==> config.mk <==
export PLATFORM = sky130hd
export DESIGN_NAME = dcache_ctrl
export DESIGN_NICKNAME = d
export VERILOG_FILES = /design/src/rtl/dcache_ctrl.sv
export SDC_FILE = /design/constraint.sdc
export NUM_CORES = 2
export LEC_CHECK = 0
export BUFFER_PORTS_ARGS = -buffer_cell sky130_fd_sc_hd__buf_2
export CAP_MARGIN = 15
export CORE_ASPECT_RATIO = 2
export CORE_MARGIN = 3
export CORE_UTILIZATION = 55
export DETAILED_ROUTE_END_ITERATION = 12
export PLACE_DENSITY_LB_ADDON = 0.3
export SYNTH_ARGS = -nofsm -noshare
export SYNTH_HDL_FRONTEND = slang
export SYNTH_SLANG_ARGS = --single-unit
export TNS_END_PERCENT = 20
==> constraint.sdc <==
create_clock -name MEM_CLK -period 7.8 [get_ports MEM_CLK]
set_clock_uncertainty 0.05 [all_clocks]
set_input_delay 1.95 -clock MEM_CLK [delete_from_list [all_inputs] [get_ports MEM_CLK]]
set_output_delay 1.95 -clock MEM_CLK [all_outputs]
set_load 0.05 [all_outputs]
==> src/rtl/dcache_ctrl.sv <==
// Direct-mapped write-back/write-allocate data cache between the CPU data port and block-capable data memory.
// Optional hit/miss counters are built when DCACHE_STATS_EN is defined.
module dcache_ctrl #(
  parameter int          LINES   = 16,
  parameter logic [31:0] IO_BASE = 32'h11000000
) (
  input  logic         MEM_CLK,
  input  logic         RST,
  input  logic [31:0]  CPU_ADDR,
  input  logic         CPU_RD,
  input  logic         CPU_WR,
  input  logic [31:0]  CPU_WDATA,
  output logic [31:0]  CPU_RDATA,
  output logic         CPU_STALL,
  output logic [31:0]  MEM_ADDR2,
  output logic         MEM_READ2,
  output logic         MEM_WRITE2,
  output logic         write_block,
  output logic [127:0] MEM_WBLK,
  input  logic [127:0] MEM_RBLK,
`ifdef DCACHE_STATS_EN
  output logic [31:0]  HIT_CNT,
  output logic [31:0]  MISS_CNT,
`endif
  output logic [2:0]   DBG_STATE
);

  localparam int IDX  = $clog2(LINES);
  localparam int TAGW = 28 - IDX;

  typedef enum logic [2:0] {
    S_IDLE      = 3'd0,
    S_WB        = 3'd1,
    S_FILL_REQ  = 3'd2,
    S_FILL_WAIT = 3'd3,
    S_UNC       = 3'd4,
    S_UDONE     = 3'd5
  } state_t;

  state_t state_q, state_d;

  logic [LINES-1:0] valid_q;
  logic [LINES-1:0] dirty_q;
  logic [TAGW-1:0]  tag_q  [LINES];
  logic [31:0]      data_q [LINES][4];

  logic [IDX-1:0]  idx;
  logic [1:0]      off;
  logic [TAGW-1:0] tag;
  logic            req, unc, hit, wr_hit;
  logic            unused_bits;

  assign idx         = CPU_ADDR[3+IDX:4];
  assign off         = CPU_ADDR[3:2];
  assign tag         = CPU_ADDR[31:4+IDX];
  assign unused_bits = ^CPU_ADDR[1:0];
  assign req         = CPU_RD | CPU_WR;
  assign unc         = (CPU_ADDR >= IO_BASE);
  assign hit         = !unc && valid_q[idx] && (tag_q[idx] == tag);
  // RD together with WR is a write.
  assign wr_hit      = (state_q == S_IDLE) && CPU_WR && hit;

  // Handshake: the CPU holds ADDR/RD/WR/WDATA while CPU_STALL=1; a request
  // completes in the cycle where req=1 and CPU_STALL=0 (IDLE hit or UDONE).
  assign CPU_STALL = req && !(((state_q == S_IDLE) && hit) || (state_q == S_UDONE));
  assign DBG_STATE = state_q;

  always_ff @(posedge MEM_CLK or posedge RST) begin
    if (RST) begin
      state_q <= S_IDLE;
      valid_q <= '0;
      dirty_q <= '0;
    end else begin
      state_q <= state_d;
      if (state_q == S_FILL_WAIT) begin
        valid_q[idx] <= 1'b1;
        dirty_q[idx] <= 1'b0;
      end else if (wr_hit) begin
        dirty_q[idx] <= 1'b1;
      end
    end
  end

  // Tags and line data are not reset; valid alone qualifies them.
  always_ff @(posedge MEM_CLK) begin
    if (state_q == S_FILL_WAIT) begin
      tag_q[idx]     <= tag;
      data_q[idx][0] <= MEM_RBLK[31:0];
      data_q[idx][1] <= MEM_RBLK[63:32];
      data_q[idx][2] <= MEM_RBLK[95:64];
      data_q[idx][3] <= MEM_RBLK[127:96];
    end else if (wr_hit) begin
      data_q[idx][off] <= CPU_WDATA;
    end
  end

  always_comb begin
    state_d     = state_q;
    MEM_READ2   = 1'b0;
    MEM_WRITE2  = 1'b0;
    write_block = 1'b0;
    MEM_ADDR2   = 32'h0;
    MEM_WBLK    = 128'h0;
    CPU_RDATA   = data_q[idx][off];
    case (state_q)
      S_IDLE: begin
        if (req && !hit) begin
          if (unc)                              state_d = S_UNC;
          else if (valid_q[idx] && dirty_q[idx]) state_d = S_WB;
          else                                  state_d = S_FILL_REQ;
        end
      end
      S_WB: begin
        MEM_WRITE2  = 1'b1;
        write_block = 1'b1;
        MEM_ADDR2   = {tag_q[idx], idx, 4'b0000};
        MEM_WBLK    = {data_q[idx][3], data_q[idx][2], data_q[idx][1], data_q[idx][0]};
        state_d     = S_FILL_REQ;
      end
      S_FILL_REQ: begin
        MEM_READ2 = 1'b1;
        MEM_ADDR2 = {CPU_ADDR[31:4], 4'b0000};
        state_d   = S_FILL_WAIT;
      end
      S_FILL_WAIT: state_d = S_IDLE;
      S_UNC: begin
        MEM_ADDR2 = CPU_ADDR;
        if (CPU_WR) begin
          MEM_WRITE2 = 1'b1;
          MEM_WBLK   = {96'h0, CPU_WDATA};
        end else begin
          MEM_READ2 = 1'b1;
        end
        state_d = S_UDONE;
      end
      S_UDONE: begin
        CPU_RDATA = MEM_RBLK[31:0];
        state_d   = S_IDLE;
      end
      default: state_d = S_IDLE;
    endcase
  end

`ifdef DCACHE_STATS_EN
  logic        retry_q;
  logic [31:0] hit_cnt_q, miss_cnt_q;

  // The IDLE cycle right after a fill is the miss completing, not a new hit.
  always_ff @(posedge MEM_CLK or posedge RST) begin
    if (RST) begin
      retry_q    <= 1'b0;
      hit_cnt_q  <= 32'h0;
      miss_cnt_q <= 32'h0;
    end else begin
      retry_q <= (state_q == S_FILL_WAIT);
      if ((state_q == S_IDLE) && req && hit && !retry_q)
        hit_cnt_q <= hit_cnt_q + 32'h1;
      if ((state_q == S_IDLE) && req && !unc && !hit)
        miss_cnt_q <= miss_cnt_q + 32'h1;
    end
  end

  assign HIT_CNT  = hit_cnt_q;
  assign MISS_CNT = miss_cnt_q;
`endif

endmodule

# Word-level counts from Yosys, hierarchy flattened
# Memory sizes are Yosys's and may differ from the RTL's.
# Index checks and enable logic that the tools add are counted.
# totals
regBits	35
ram_bits	2432
inputBits	196
out_inout_bits	199
elab_cells	326
memories	2
# op_classes
order_cmp	5
eq_ne	7
n_mux	159
bitwise	134
n_reduce_logical	16
# mem_list
memory	depth	word_bits	read_ports	rd_clocked_by_memory_dff	write_ports	line	rtl
data_q	16	128	1	0	1	45	logic [31:0] data_q [LINES][4];
tag_q	16	24	1	0	1	44	logic [TAGW-1:0] tag_q [LINES];
# op_table
op	n
$pmux W128 S2	1
$mux W32	5
$mux W1	138
$or A1 B1 Y1	129
$mux W128	1
$pmux W32 S3	1
$bmux W32 S2	1
$demux W32 S2	1
$ge A32 B29 Y1 const B	1
$mux W16	2
$or A16 B16 Y16	2
$eq A24 B24 Y1	1
$and A16 B16 Y16	1
$not A16 Y16	1
$pmux W3 S4	1
$logic_and A1 B1 Y1	10
$bmux W1 S4	2
$eq A3 B2 Y1 const B	2
$eq A3 B3 Y1 const B	2
$mux W3	2
$lt A4 B5 Y1 const B	1
$demux W1 S4	1
$ge A4 B1 Y1 const B	1
$pmux W1 S2	2
other kinds (10)	12

# Depth between registers and ports, before layout
# logic_depth
word_depth	9
mapped_depth	15

# Least setup slack after synthesis
# Ideal clock, no wire load.
# synth_timing
path_type	input-to-output
start	input CPU_ADDR[6]
end	output CPU_RDATA[0]
arrival_ns	4.933
t_required_ns	5.800
slack_ns	0.867
cell_stages	9
path_buffers	6
path_cell_list	buf_2 buf_2 buf_2 buf_2 clkbuf_1 buf_1 mux4_2 mux4_2 mux2_2
# synth_via
elab_chain_len	5
# synth_lines
element	line	rtl
start: declaration	9	input logic [31:0] CPU_ADDR,
$mem_v2 Z16 W128	-	
$bmux W32 S2	104	CPU_RDATA = data_q[idx][off];
$mux W32 (implied by the code) (2 in series)	104	
$mux W32	105	case (state_q)
end: declaration	13	output logic [31:0] CPU_RDATA,
# No other way between the ends. The select of a mux whose other input is x is not followed.

# Final worst setup path
# layout_timing
start	input CPU_ADDR[4]
end	output CPU_RDATA[26]
# Same word-level chain as after synthesis.

==> impl_table.tex <==
\begin{tabular}{lr}
\hline
Metric & Value \\
\hline
\multicolumn{2}{l}{\textbf{Drt}} \\
\quad Aggregate routed wire length & 296000 µm \\
\quad Number of DRC markers in iteration 0 & 7043 \\
\quad Count of nets left with antenna violations after detail routing & 0 \\
\quad Initial DRT Pass Iterations & 8 \\
\quad Via count & 51.3k \\
\quad DRC viols & 0 \\
\quad Routed WL per cell & 40.2 µm \\
\quad Ratio of routed vias to standard cells & 6.97 \\
\multicolumn{2}{l}{\textbf{Power}} \\
\quad Net switching power of the design & 7.51 mW \\
\quad Part of the total power dissipated in the clock network & 35.2\% \\
\quad Internal cell power & 21.3 mW \\
\quad Standby leakage power & 36.0 nW \\
\quad Peak ir drop on the vdd network & 0.000279 V \\
\quad Proportion of total power due to net switching & 26.0\% \\
\quad Combinational group share of total power & 13.7\% \\
\quad Power density over the cells & 258 nW/µm² \\
\quad Seq pwr share & 51.1\% \\
\multicolumn{2}{l}{\textbf{Die}} \\
\quad Floorplan core area & 177000 µm² \\
\quad Top Ports & 395 \\
\quad Effective utilization at floorplan & 55.5\% \\
\quad Area of the die & 184000 µm² \\
\quad Die Ht & 604 µm \\
\quad Overall die width & 305 µm \\
\quad Number of core rows & 218 \\
\multicolumn{2}{l}{\textbf{Clocking}} \\
\quad Number of buffers inserted for hold repair after clock tree synthesis & 0 \\
\quad Clock latency of the later-clocked register in the worst-skew pair & 810 ps \\
\quad Clock tree sinks & 2467 \\
\quad Num CTS Buffers & 203 \\
\quad Register clock-pin slew on the reported worst setup and hold paths & 70 ps \\
\quad H-tree depth & 4 \\
\quad Number of gates given a new drive strength after cts & 0 \\
\quad Count of buffers added by post-CTS timing repair for setup & 0 \\
\quad Maximum buffer depth of the clock tree & 4 \\
\quad CTS tree & yes \\
\quad Clk root buf & sky130\_fd\_sc\_hd\_\_clkbuf\_16 \\
\multicolumn{2}{l}{\textbf{Worst setup path}} \\
\quad Largest fanout of any net on the critical path & 39 \\
\quad R2r startpoint & tag\_q[10][5] \\
\quad Critical path capture point type & output port \\
\quad Endpoint of the lowest-slack register-to-register path & data\_q[2][15] \\
\quad Arrival time reported for the critical path endpoint & 5360 ps \\
\quad Reg2reg path depth & 10 \\
\quad Category of the worst setup path launch point & primary input \\
\quad Kind of critical path & primary input to output port \\
\quad Worst EP required & 5800 ps \\
\quad R2R setup slack & 3390 ps \\
\multicolumn{2}{l}{\textbf{STA}} \\
\quad Worst Tran Pin Value & 1250 ps \\
\quad Slew Limit Fails & 0 \\
\quad Time the final worst path needs with I/O delays and setup & 7360 ps \\
\quad Worst max-slew margin expressed relative to the limit & 16.8\% \\
\quad Final hold vios & 0 \\
\quad Setup TNS Final & 0 ps \\
\quad Share of the cycle needed by the critical path after routing & 94.3\% \\
\quad Unrepaired setup endpoints after global routing & false \\
\quad Final setup violating endpoints & 0 \\
\quad Highest Clock Rate & 136 MHz \\
\multicolumn{2}{l}{\textbf{Place}} \\
\quad Estimated wirelength of the detail-placed design & 184000 µm \\
\quad Global placer's final weighted congestion & 0.954 \\
\quad Number of port buffers & 394 \\
\multicolumn{2}{l}{\textbf{Layout}} \\
\quad Final \#Nets & 5047 \\
\quad Filler Cells Inserted & 11.6k \\
\quad Sequential cell area & 73900 µm² \\
\quad Fin util & 63.1\% \\
\quad Synthesis-to-layout area growth & 13.8\% \\
\quad Layout cells sized above 1 & 37.7\% \\
\quad Footprint of the multi-input gates & 23900 µm² \\
\multicolumn{2}{l}{\textbf{Global route}} \\
\quad Leftover overflow at the end of global routing & 0 \\
\quad Vias in the first global route & 50.5k \\
\quad Global routing usage summed across all routing layers & 32.4\% \\
\quad Initial antenna violation count & 54 \\
\quad First-pass GRT wire length & 407000 µm \\
\quad Maximum number of pins on one net before global-route repair & 156 \\
\multicolumn{2}{l}{\textbf{Synth}} \\
\quad Unique masters post-synth & 64 \\
\quad Nets in the synthesized netlist & 4505 \\
\quad Synthesized netlist cell count & 4309 \\
\quad Mean cell area of the mapped netlist & 22.8 µm² \\
\quad Leading register cell type out of synthesis & sky130\_fd\_sc\_hd\_\_edfxtp\_1 \\
\quad Combined area of all synthesized cells & 98200 µm² \\
\quad Total of flip-flops plus latches after synthesis & 2467 \\
\quad Synth warnings & 0 \\
\quad Share of async-settable or async-resettable flops after synthesis & 1.42\% \\
\quad Count of flip-flops with a built-in enable after synthesis & 2432 \\
\quad Share of the yosys chip area belonging to registers & 75.2\% \\
\multicolumn{2}{l}{\textbf{Min path}} \\
\quad Hold Crit Endpoint & valid\_q[15] \\
\quad Cells on Worst Hold Path & 1 \\
\quad Classification of the worst-slack hold path & flip-flop to flip-flop \\
\quad Hold wc startpoint & valid\_q[15] \\
\multicolumn{2}{l}{\textbf{Outcome}} \\
\quad Result of the run & completed \\
\multicolumn{2}{l}{\textbf{Job}} \\
\quad Number of maximum-capacitance violations & 0 \\
\hline
\end{tabular}
## placed cells by master (no fill, tap or decap), drive strengths merged, types with 28 or more instances in the layout
cell type / count
diode: 45
mux2: 169
a22o: 66
a21oi: 72
dfrtp: 35
a22oi: 28
clkinv: 83
buf: 596
mux2i: 106
clkbuf: 245
o21ai: 48
and2: 104
mux4: 731
edfxtp: 2432
nand2: 53
nor2: 36
## worst max path at each step
stage | start | end | slack [ps] | depth (start not counted)
after floorplan | CPU_ADDR[6] | CPU_RDATA[0] | 870 | 9
after global placement | CPU_ADDR[4] | CPU_RDATA[16] | 410 | 8
after global routing | CPU_ADDR[4] | CPU_RDATA[26] | 380 | 8
final | CPU_ADDR[4] | CPU_RDATA[26] | 440 | 8
after detailed placement | CPU_ADDR[4] | CPU_RDATA[26] | 420 | 8
after CTS | CPU_ADDR[4] | CPU_RDATA[26] | 420 | 8
## state kept, by name, indices dropped and copies added, names as in the netlist, named ones only
register / flops
tag_q: 384
valid_q: 16
DBG_STATE: 3
data_q: 2048
## through the flow
step	cell area, µm²	setup slack, ps	cells	power [mW]	hold WS [ps]
2_1_floorplan	98200	867	4309	17.5	384
3_3_place_gp	105000	413	6956	18.9	396
3_5_place_dp	105000	423	6956	18.9	402
4_1_cts	112000	424	7317	28.8	418
5_1_grt	112000	384	7321	29.4	438
6_report	112000	445	7362	28.8	416
## logic make-up (layout without fill, tap and decap cells)
group / Yosys count / after routing / synth area share (%)
and+or+nand+nor: 287 / 287 / 1.61
other: 0 / 45 / 0
DFF: 2467 / 2467 / 75.2
buffers and inverters: 269 / 967 / 1.33
muxes: 1006 / 1006 / 19.8
xor gates and xnor gates: 21 / 21 / 0.187
AOI/OAI and AO/OA: 259 / 259 / 1.81
## metal layers
layer  track usage (%)  share of wire [%]  vias up
met2              51.4                 48     3918
met1              39.5                 32    27000
met4              21.7                8.0       36
met5                 0              0.080        -
li1                  -                  -    19500
met3              8.61                 12      834
## cell usage after synthesis, types with 4 or more instances
cell type	count	area share, %
sky130_fd_sc_hd__mux4_2	731	17
sky130_fd_sc_hd__buf_6	17	0.19
sky130_fd_sc_hd__a22oi_1	28	0.21
sky130_fd_sc_hd__nor2_1	36	0.14
sky130_fd_sc_hd__xnor2_1	8	0.071
sky130_fd_sc_hd__xor2_1	13	0.12
sky130_fd_sc_hd__buf_4	14	0.11
sky130_fd_sc_hd__clkbuf_1	105	0.40
sky130_fd_sc_hd__inv_1	8	0.031
sky130_fd_sc_hd__a22o_1	66	0.59
sky130_fd_sc_hd__or2_2	19	0.12
sky130_fd_sc_hd__nand2_1	53	0.20
sky130_fd_sc_hd__buf_2	95	0.48
sky130_fd_sc_hd__edfxtp_1	2432	74
sky130_fd_sc_hd__nand4_1	5	0.032
sky130_fd_sc_hd__o21ai_0	47	0.24
sky130_fd_sc_hd__mux2_4	12	0.18
sky130_fd_sc_hd__a21oi_1	72	0.37
sky130_fd_sc_hd__and3_1	10	0.064
sky130_fd_sc_hd__nand3_1	13	0.066
sky130_fd_sc_hd__buf_1	28	0.11
sky130_fd_sc_hd__nor4_1	4	0.025
sky130_fd_sc_hd__and2_1	104	0.66
sky130_fd_sc_hd__dfrtp_1	35	0.89
sky130_fd_sc_hd__nor3_1	11	0.056
sky130_fd_sc_hd__nor2b_1	15	0.096
sky130_fd_sc_hd__mux2i_1	106	1.1
sky130_fd_sc_hd__mux2_2	156	1.8
## cell type report
type	count	share of cell area, %
clock inverters	116	0.946
diodes	45	0.101
clock buffers	245	4.83
flip-flops and latches	2467	66.1
multi-input cells	1573	21.4
well taps	2310	2.59
inverters	10	0.0336
repair buffers	596	4.02
## critical path, stage by stage
cell and delay (ps):
sky130_fd_sc_hd__buf_8 450, sky130_fd_sc_hd__buf_12 300, sky130_fd_sc_hd__buf_12 270, sky130_fd_sc_hd__mux4_2 570, sky130_fd_sc_hd__mux4_2 580, sky130_fd_sc_hd__mux4_2 620, sky130_fd_sc_hd__mux2_2 320, sky130_fd_sc_hd__buf_2 210
## power by group through the flow
stage          registers (mW)  clock network [mW]  logic (mW)
3_3_place_gp             15.0                   0        3.86
6_report                 14.7                10.1        3.95
3_5_place_dp             15.0                   0        3.88
5_1_grt                  14.7                10.6        4.02
4_1_cts                  14.7                10.2        3.90
2_1_floorplan            15.0                   0        2.48
Note: power is estimated with default switching activity, not from simulation.
